### config.mk
export PLATFORM = sky130hd
export DESIGN_NAME = pc_seq_unit
export DESIGN_NICKNAME = d
export VERILOG_FILES = /design/src/rtl/pc_seq_unit.sv
export SDC_FILE = /design/constraint.sdc
export NUM_CORES = 1
export LEC_CHECK = 0
export ABC_AREA = 1
export CORE_ASPECT_RATIO = 1.5
export CORE_MARGIN = 5
export CORE_UTILIZATION = 35
export CTS_CLUSTER_DIAMETER = 60
export DETAILED_ROUTE_END_ITERATION = 7
export PLACE_DENSITY = 0.64
export SLEW_MARGIN = 20
export SYNTH_ARGS = -nofsm -noshare
export SYNTH_HDL_FRONTEND = slang
export SYNTH_SLANG_ARGS = --single-unit
### constraint.sdc
create_clock -name clk -period 8 [get_ports clk]
set_input_delay 1.2 -clock clk [delete_from_list [all_inputs] [get_ports clk]]
set_output_delay 1.2 -clock clk [all_outputs]
set_load 0.02 [all_outputs]
### src/rtl/pc_seq_unit.sv
// -----------------------------------------------------------------------------
// pc_seq_unit
//
// Program-counter sequencer. Owns the fetch PC and computes the next fetch
// address from the decoded control-transfer inputs:
//   J/JAL : pseudo-direct target {pc_plus4[ADDR_W-1:28], jump_idx, 2'b00}
//   Bcc   : PC-relative target pc_plus4 + (sign_ext(br_off) << 2)
//   JR    : register target {jr_tgt[ADDR_W-1:2], 2'b00}
// When several controls are asserted together, jr > jump > br_taken.
// All arithmetic wraps modulo 2^ADDR_W.
//
// Build option:
//   PC_SEQ_DELAY_SLOT_EN - when defined, a control transfer takes effect after
//                          one delay-slot instruction. The target is parked in a
//                          pending register, and a control transfer found in
//                          the slot is dropped and flagged on slot_viol. When
//                          undefined, targets load directly and slot_viol is 0.
//
// Parameters:
//   ADDR_W    - PC width, 28..64
//   RESET_VEC - PC after reset, truncated or zero-extended to ADDR_W
//   IDX_W     - jump-index width, must be 26
//
// Ports:
//   clk        in   system clock, rising edge
//   rst_n      in   asynchronous active-low reset
//   stall      in   hold PC; all controls ignored this cycle
//   jump       in   J/JAL at pc
//   jump_idx   in   instr[25:0]
//   br_taken   in   conditional branch at pc resolved taken
//   br_off     in   instr[15:0], signed word offset
//   jr         in   JR/JALR at pc
//   jr_tgt     in   rs register value
//   pc         out  current fetch address (registered)
//   pc_plus4   out  pc + 4 (combinational)
//   link_addr  out  JAL/JALR return address (combinational)
//   redirect   out  1 for one cycle after pc was loaded with a non-sequential target
//   misalign   out  one-cycle pulse, accepted JR target had nonzero [1:0]
//   slot_viol  out  one-cycle pulse, control transfer found in a delay slot
// -----------------------------------------------------------------------------
module pc_seq_unit #(
    parameter int unsigned ADDR_W    = 32,
    parameter logic [63:0] RESET_VEC = 64'h0000_0000_0040_0000,
    parameter int unsigned IDX_W     = 26
) (
    input  logic              clk,
    input  logic              rst_n,
    input  logic              stall,
    input  logic              jump,
    input  logic [IDX_W-1:0]  jump_idx,
    input  logic              br_taken,
    input  logic [15:0]       br_off,
    input  logic              jr,
    input  logic [ADDR_W-1:0] jr_tgt,
    output logic [ADDR_W-1:0] pc,
    output logic [ADDR_W-1:0] pc_plus4,
    output logic [ADDR_W-1:0] link_addr,
    output logic              redirect,
    output logic              misalign,
    output logic              slot_viol
);

    if (ADDR_W < 28 || ADDR_W > 64) begin : g_bad_addr_w
        $error("pc_seq_unit: ADDR_W must be in 28..64");
    end
    if (IDX_W != 26) begin : g_bad_idx_w
        $error("pc_seq_unit: IDX_W must be 26");
    end

    localparam logic [ADDR_W-1:0] RST_PC = RESET_VEC[ADDR_W-1:0];
    // Low 28 bits replaced by a J target; the region bits above come from pc_plus4.
    // Written as a mask so ADDR_W == 28 needs no zero-width slice.
    localparam logic [ADDR_W-1:0] J_LO_MASK = ADDR_W'({28{1'b1}});

    logic [ADDR_W-1:0] pc_q, pc_d;
    logic              redirect_q, redirect_d;
    logic              misalign_q, misalign_d;

    logic [ADDR_W-1:0] j_tgt;
    logic [ADDR_W-1:0] b_tgt;
    logic [ADDR_W-1:0] r_tgt;
    logic [ADDR_W-1:0] br_disp;
    logic [ADDR_W-1:0] cti_tgt;
    logic              cti;
    logic              misalign_hit;

    assign pc_plus4 = pc_q + ADDR_W'(4);

    assign j_tgt   = (pc_plus4 & ~J_LO_MASK) | ADDR_W'({jump_idx, 2'b00});
    assign br_disp = {{(ADDR_W-18){br_off[15]}}, br_off, 2'b00};
    assign b_tgt   = pc_plus4 + br_disp;
    assign r_tgt   = {jr_tgt[ADDR_W-1:2], 2'b00};

    assign cti          = jr | jump | br_taken;
    assign misalign_hit = jr & (|jr_tgt[1:0]);

    always_comb begin
        cti_tgt = b_tgt;
        if (jr) begin
            cti_tgt = r_tgt;
        end else if (jump) begin
            cti_tgt = j_tgt;
        end
    end

`ifdef PC_SEQ_DELAY_SLOT_EN
    // state   | meaning
    // ST_SEQ  | no transfer pending; fetch proceeds sequentially
    // ST_SLOT | pc is the delay slot; pend_tgt_q is loaded on the next accepted cycle
    typedef enum logic {
        ST_SEQ  = 1'b0,
        ST_SLOT = 1'b1
    } slot_state_t;

    slot_state_t       state_q, state_d;
    logic [ADDR_W-1:0] pend_tgt_q, pend_tgt_d;
    logic              slot_viol_q, slot_viol_d;

    always_comb begin
        pc_d        = pc_q;
        state_d     = state_q;
        pend_tgt_d  = pend_tgt_q;
        redirect_d  = 1'b0;
        misalign_d  = 1'b0;
        slot_viol_d = 1'b0;
        if (!stall) begin
            case (state_q)
                ST_SLOT: begin
                    pc_d        = pend_tgt_q;
                    redirect_d  = 1'b1;
                    state_d     = ST_SEQ;
                    pend_tgt_d  = '0;
                    slot_viol_d = cti;
                end
                default: begin
                    // The slot instruction is fetched either way.
                    pc_d = pc_plus4;
                    if (cti) begin
                        pend_tgt_d = cti_tgt;
                        state_d    = ST_SLOT;
                        misalign_d = misalign_hit;
                    end
                end
            endcase
        end
    end

    always_ff @(posedge clk or negedge rst_n) begin
        if (!rst_n) begin
            state_q     <= ST_SEQ;
            pend_tgt_q  <= '0;
            slot_viol_q <= 1'b0;
        end else begin
            state_q     <= state_d;
            pend_tgt_q  <= pend_tgt_d;
            slot_viol_q <= slot_viol_d;
        end
    end

    assign slot_viol = slot_viol_q;
    // Return address skips the delay slot.
    assign link_addr = pc_plus4 + ADDR_W'(4);
`else
    always_comb begin
        pc_d       = pc_q;
        redirect_d = 1'b0;
        misalign_d = 1'b0;
        if (!stall) begin
            if (cti) begin
                pc_d       = cti_tgt;
                redirect_d = 1'b1;
                misalign_d = misalign_hit;
            end else begin
                pc_d = pc_plus4;
            end
        end
    end

    assign slot_viol = 1'b0;
    assign link_addr = pc_plus4;
`endif

    always_ff @(posedge clk or negedge rst_n) begin
        if (!rst_n) begin
            pc_q       <= RST_PC;
            redirect_q <= 1'b0;
            misalign_q <= 1'b0;
        end else begin
            pc_q       <= pc_d;
            redirect_q <= redirect_d;
            misalign_q <= misalign_d;
        end
    end

    assign pc       = pc_q;
    assign redirect = redirect_q;
    assign misalign = misalign_q;

endmodule

==> qor.yml, run 1 <==
final_layout:
  finalInstanceArea_um2: 7190
  areaGrowthSynthToFinish_pct: 33.1
  nets: 1193
  antennaDiodeCount: 0
  finish.utilization_pct: 47.5
  post_route_cells_drive_above_1_share_pct: 5.20
sta:
  fmax_ghz: 0.248
  tightest_slew_ns: 1.05
  relSlewSlack_pct: 30.1
  final.setup.tns_ns: 0
  layout_min_cycle_time_ns: 4.03
  fin_skew_ns: 0.00566
  rsz0062_at_grt: "false"
  hold_violations: 0
  setup_violations: 0
  drv_slew: 0
  setup_slack_ns: 3.97
  period_share_pct: 50.3
grt:
  grt_first_pass_wirelength_mm: 33.2
  grt_usage_pct: 23.0
  grt_pass1_vias: 6209
  grt_max_degree: 42
  antenna_found_initial: 0
  grt_overflow_total: 0
drt:
  routedWlPerCell_um: 16.7
  vias: 6310
  wl_met3_mm: 1.06
  dr.pass1.iters: 5
  drtIter0Drc: 436
  top_layer: "met4"
  ant_nets: 0
  drc_errors: 0
  routed_wl_mm: 21.4
  viasPerCell: 4.95
  met1Wirelength_mm: 8.63
  wl_met2_mm: 10.9
die:
  die-area_um2: 18100
  coreArea_um2: 15100
  chipWidth_um: 111
  row_count: 55
  io_pins: 179
  start_util_pct: 35.7
  die_y_um: 162
yosys:
  synth-seq-cells: 32
  synth_top_area_share_pct: 19.4
  yosysWarnings: 0
  netlist_area_um2: 5410
  syn_area_per_cell_um2: 5.71
  netlist_instances: 947
  synth-edff-count: 0
  synthTopCellsByArea: "nand2_1, dfrtp_1, inv_1, ha_1, nor2_1"
  async_flop_share_pct: 100
  dominantRegCellSynth: "dfrtp_1"
  yosysUniqueCellTypes: 42
  synth_top_cell_by_area: "nand2_1"
  ys_seq_area_share_pct: 14.8
clocking:
  hold_buffers: 0
  cts_buffers: 5
  post_cts_buffers: 0
  cts-htree-levels: 2
  clkLatencyLatePin_ns: 0.29
  cts_tree: "built"
  max-clock-path-buffers: 2
  cts-root-buf: "clkbuf_16"
  path_clk_slew_ns: 0.06
  postCtsResizedCells: 0
  cts_sinks: 32
critical_path:
  cp.arrival_ns: 2.83
  end_kind: "output port"
  crit_type: "register to output port"
  worst_setup_path_start_kind: "register"
  critPathRequiredTime_ns: 6.80
  cp_max_fo: 6
placed_design:
  preCtsSetupSlack_ns: 3.94
  place.gp.congestion: 0.912
  port_buffers: 171
  dpl_cell_area_um2: 7060
  dp_hpwl_mm: 17.5
outcome:
  status: "finished clean"
min_path:
  hold_path.class: "register to register"
power:
  leakagePower_uw: 0.00357
  total_power_uw: 1440
  peakVddDrop_v: 0.000110
  power.density_nw_per_um2: 200
flow_run:
  cap_violations: 0
==> cells in the mapped netlist (all sizes together) (2+ instances only) <==
cell and instances:
inv 138, o21ai 42, o21bai 5, nor3 21
nand4 9, a31oi 2, xnor2 12, clkbuf 16
a22oi 7, o211ai 6, xor2 19, buf 44
nand2 290, nor2 128, ha 36, nand3 57
nand3b 4, dfrtp 31, or2 3, a21oi 69
==> routing by layer <==
| layer | global-route usage [%] | up-vias |
|---|---|---|
| met5 | 0 | - |
| met4 | 8.91 | 0 |
| met3 | 2.12 | 43 |
| met2 | 41.9 | 220 |
| met1 | 27.8 | 2850 |
| li1 | - | 3197 |
==> sequential cells by signal (all words and copies together) (netlist names) <==
| register | cells |
|---|---|
| redirect | 1 |
| misalign | 1 |
| pc | 30 |
==> cell families after synthesis <==
| kind of cell | after synthesis | share of synthesized area, % |
|---|---|---|
| simple gates | 514 | 41.2 |
| buf+inv | 198 | 16.5 |
| compound gates | 134 | 13.6 |
| fa+ha+maj | 37 | 8.70 |
| flops | 32 | 14.8 |
| xor+xnor | 31 | 5.02 |
| other cells | 1 | 0.0694 |
==> cells in the final DEF (no fill, tap or decap), drive strengths merged, types with 12 or more instances in the layout <==
cell             n
a21oi           69
dfrtp           31
nor2           128
ha              36
nand3           57
xnor2           12
o21ai           42
xor2            19
nand2          290
inv            138
nor3            21
clkdlybuf4s50  171
==> layout make-up <==
class / count / area (um2)
timing repair buffer: 176 / 1750
clock inverter: 1 / 5.00
sequential: 32 / 802
fill: 1639 / 7950
multi-input combinational: 723 / 3740
tap: 199 / 249
clock buffer: 7 / 133
inverter: 138 / 518
==> where the power goes <==
part,total [uW],switching [uW],internal [uW]
Clock,188,73.3,115
Sequential,241,49.4,191
Combinational,1010,618,393
==> worst paths after layout <==
kind / depth (start not counted) / slack (ns) / end / from
setup / recovery: 7 / 3.97 / pc_plus4[23] / pc[10]$_DFFE_PN0N_
hold / removal: 2 / 0.55 / pc[31]$_DFFE_PN0N_ / pc[31]$_DFFE_PN0N_
setup reg to reg: 19 / 4.38 / pc[17]$_DFFE_PN0N_ / pc[2]$_DFFE_PN0N_
hold reg to reg: 2 / 0.55 / pc[31]$_DFFE_PN0N_ / pc[31]$_DFFE_PN0N_
max in group asynchronous: 2 / 6.33 / pc[22]$_DFFE_PN1N_ / rst_n
min in group asynchronous: 2 / 1.32 / pc[8]$_DFFE_PN0N_ / rst_n
==> per-stage QoR <==
step	std cells	hold slack, ns
2_1_floorplan	953	0.556
3_3_place_gp	1268	0.540
3_5_place_dp	1268	0.536
4_1_cts	1276	0.552
5_1_grt	1276	0.596
6_report	1276	0.552
==> worst max-delay path: stages, from the launching register on <==
cell	delay, ns
dfrtp_1	0.44
nand2_2	0.12
nor2_1	0.16
nand2_2	0.10
nor2_8	0.17
nand3_1	0.13
xnor2_1	0.67
clkdlybuf4s50_1	0.75
(Power assumes the default switching activity.)
==> inputs of run 2 (changes only) <==
Settings changed: PLACE_DENSITY 0.64 to 0.66.
Clock period 8 ns to 3.4 ns, I/O delays scaled along.
==> qor.yml, run 2 (synthesis gave the netlist of run 1 again) <==
critical_path:
  cp_max_fo: 4  # -2
  max_stage_delay_ns: 0.37  # -0.38 ns
  critical-path-slowest-cell: "dfrtp_1"
  crit_path_start: "pc[3]$_DFFE_PN0N_"
  crit_chain: "ha_2 > nand2_1 > inv_2 > nand2_1 > nor2_4 > nand3_4 > xnor2_2 > buf_4 > ha_1 > nand2_1 > inv_1 > nand2_1 > nand2_1 > o21bai_2 > a21oi_1 > nor2_1 > nor2_1 > nand2_1 > nand2_1 > nand2_1 > a21oi_1"
  rr_startpoint: "pc[3]$_DFFE_PN0N_"
  worst_setup_path_start_kind: "register"
  worstPathBufferInverterCount: 3  # +2
  crit_type: "register to register"
  end_kind: "register"
  crit_family: "simple AND/OR/NAND/NOR gates"
  critPathRequiredTime_ns: 3.61  # -3.19 ns
  crit_top_cell: "nand2_1"
  cp.arrival_ns: 3.46  # +0.63 ns
clocking:
  cts_buffers: 5  # unchanged
  hold_buffers: 0  # unchanged
  cts_sinks: 32  # unchanged
  cts-root-buf: "clkbuf_16"
  cts_tree: "built"
  cts-htree-levels: 2  # unchanged
  path_clk_slew_ns: 0.06  # about the same
  max-clock-path-buffers: 2  # unchanged
  clkLatencyLatePin_ns: 0.28  # about the same
drt:
  vias: 6648  # +5.4%
  drtIter0Drc: 388  # -11%
  routed_wl_mm: 23.2  # +8.5%
  drc_errors: 0  # unchanged
  ant_nets: 0  # unchanged
  viasPerCell: 5.04  # +1.9%
  dr.pass1.iters: 6  # +1
  routedWlPerCell_um: 17.6  # +5.0%
sta:
  tightest_slew_ns: 0.865  # -0.181 ns
  drv_slew: 0  # unchanged
  layout_min_cycle_time_ns: 3.26
  fmax_ghz: 0.307
  period_share_pct: 95.8
  relSlewSlack_pct: 42.2  # +12 points
  setup_violations: 0  # unchanged
  final.setup.tns_ns: 0  # unchanged
  setup_slack_ns: 0.143  # -3.83 ns
  hold_violations: 0  # unchanged
  fin_skew_ns: 0.00496  # -0.000701 ns
min_path:
  hold_path.class: "register to register"
  min-delay-start: "pc[22]$_DFFE_PN1N_"
power:
  power.density_nw_per_um2: 475  # +140%
  peakVddDrop_v: 0.000204  # +85%
  leakagePower_uw: 0.00380  # +6.4%
die:
  io_pins: 179  # unchanged
  chipWidth_um: 111  # unchanged
  start_util_pct: 35.7  # unchanged
  die-area_um2: 18100  # unchanged
  row_count: 55  # unchanged
  coreArea_um2: 15100  # unchanged
  die_y_um: 162  # unchanged
grt:
  grt_overflow_total: 0  # unchanged
  grt_usage_pct: 24.8  # +1.8 points
  grt_max_degree: 40  # -4.8%
  antenna_found_initial: 1  # +1
  grt_pass1_vias: 6445  # +3.8%
  grt_first_pass_wirelength_mm: 35.5  # +7.1%
placed_design:
  preCtsSetupSlack_ns: 0.0291  # -3.91 ns
  port_buffers: 171  # unchanged
  place.gp.congestion: 0.969  # +6.2%
  dp_hpwl_mm: 18.9  # +7.7%
final_layout:
  post_route_cells_drive_above_1_share_pct: 11.7  # +6.5 points
  largest_reg_flops: 30  # unchanged
  layout_common_cells: "nand2_1, clkdlybuf4s50_1, inv_1, nor2_1, a21oi_1"
  areaGrowthSynthToFinish_pct: 42.6
  seq_area_um2: 805  # +0.31%
  final_common_cell: "nand2_1"
  multiInputGateArea_um2: 3910  # +4.6%
  nets: 1235  # +3.5%
  nFillCells: 1580  # -3.6%
flow_run:
  cap_violations: 0  # unchanged
outcome:
  status: "finished clean"
==> run 2: changes by cell type in the layout (fill, tap and decap cells not counted), sizes merged <==
cell	change
clkbuf	+1
diode	+1
buf	+42
clkinv	-1
==> run 2: layout make-up <==
class / instances / share of cell area (%)
Antenna cell: 1 / 0.0325
Inverter: 138 / 6.75
Sequential cell: 32 / 10.4
Multi-Input combinational cell: 723 / 50.7
Tap cell: 199 / 3.23
Clock buffer: 8 / 1.90
Timing Repair Buffer: 218 / 26.9
==> run 2: layer usage <==
layer,global-route usage (%),vias to the layer above,part of all wire (%)
li1,-,3291,-
met1,30.2,3053,40
met2,45.6,260,51
met3,2.72,44,6.4
met4,7.36,0,3.3
met5,0,-,0
==> run 2: power breakdown <==
part           switching [uW]  internal (uW)
clock network             178            292
logic                    1560           1070
registers                 105            451
total                    1840           1810
==> run 2: repair_timing <==
item                       CTS  global route
gates resized for setup      0            42
setup endpoints to repair    0            16
setup buffers                0             9
==> run 2: worst reg2reg max path: stages (launching register included) <==
cell      delay [ns]
dfrtp_1         0.37
ha_2            0.20
nand2_1         0.07
inv_2           0.08
nand2_1         0.08
nor2_4          0.15
nand3_4         0.13
xnor2_2         0.18
buf_4           0.16
ha_1            0.33
nand2_1         0.23
inv_1           0.07
nand2_1         0.07
nand2_1         0.10
o21bai_2        0.24
a21oi_1         0.18
nor2_1          0.06
nor2_1          0.08
nand2_1         0.05
nand2_1         0.16
nand2_1         0.07
a21oi_1         0.14
==> run 2: final timing paths <==
kind	depth (start not counted)	slack, ns	endpoint
worst max-delay path	21	0.14	pc[17]$_DFFE_PN0N_
worst min-delay path	2	0.55	pc[22]$_DFFE_PN1N_
worst max register to register	21	0.14	pc[17]$_DFFE_PN0N_
worst min register to register	2	0.55	pc[22]$_DFFE_PN1N_
max in group asynchronous	2	2.39	pc[13]$_DFFE_PN0N_
min in group asynchronous	2	0.65	pc[9]$_DFFE_PN0N_
==> run 2: through the flow <==
step | std cells | cell area (um2) | utilization [%] | hold slack [ns] | total power, uW
3_3_place_gp | 1301 | 7320 | 48.3 | 0.528 | 3080
3_5_place_dp | 1301 | 7320 | 48.3 | 0.541 | 3080
5_1_grt | 1319 | 7710 | 50.9 | 0.593 | 3910
2_1_floorplan | 953 | 5430 | - | 0.214 | 2080
4_1_cts | 1309 | 7460 | 49.3 | 0.549 | 3550
6_report | 1319 | 7710 | 50.9 | 0.554 | 3660
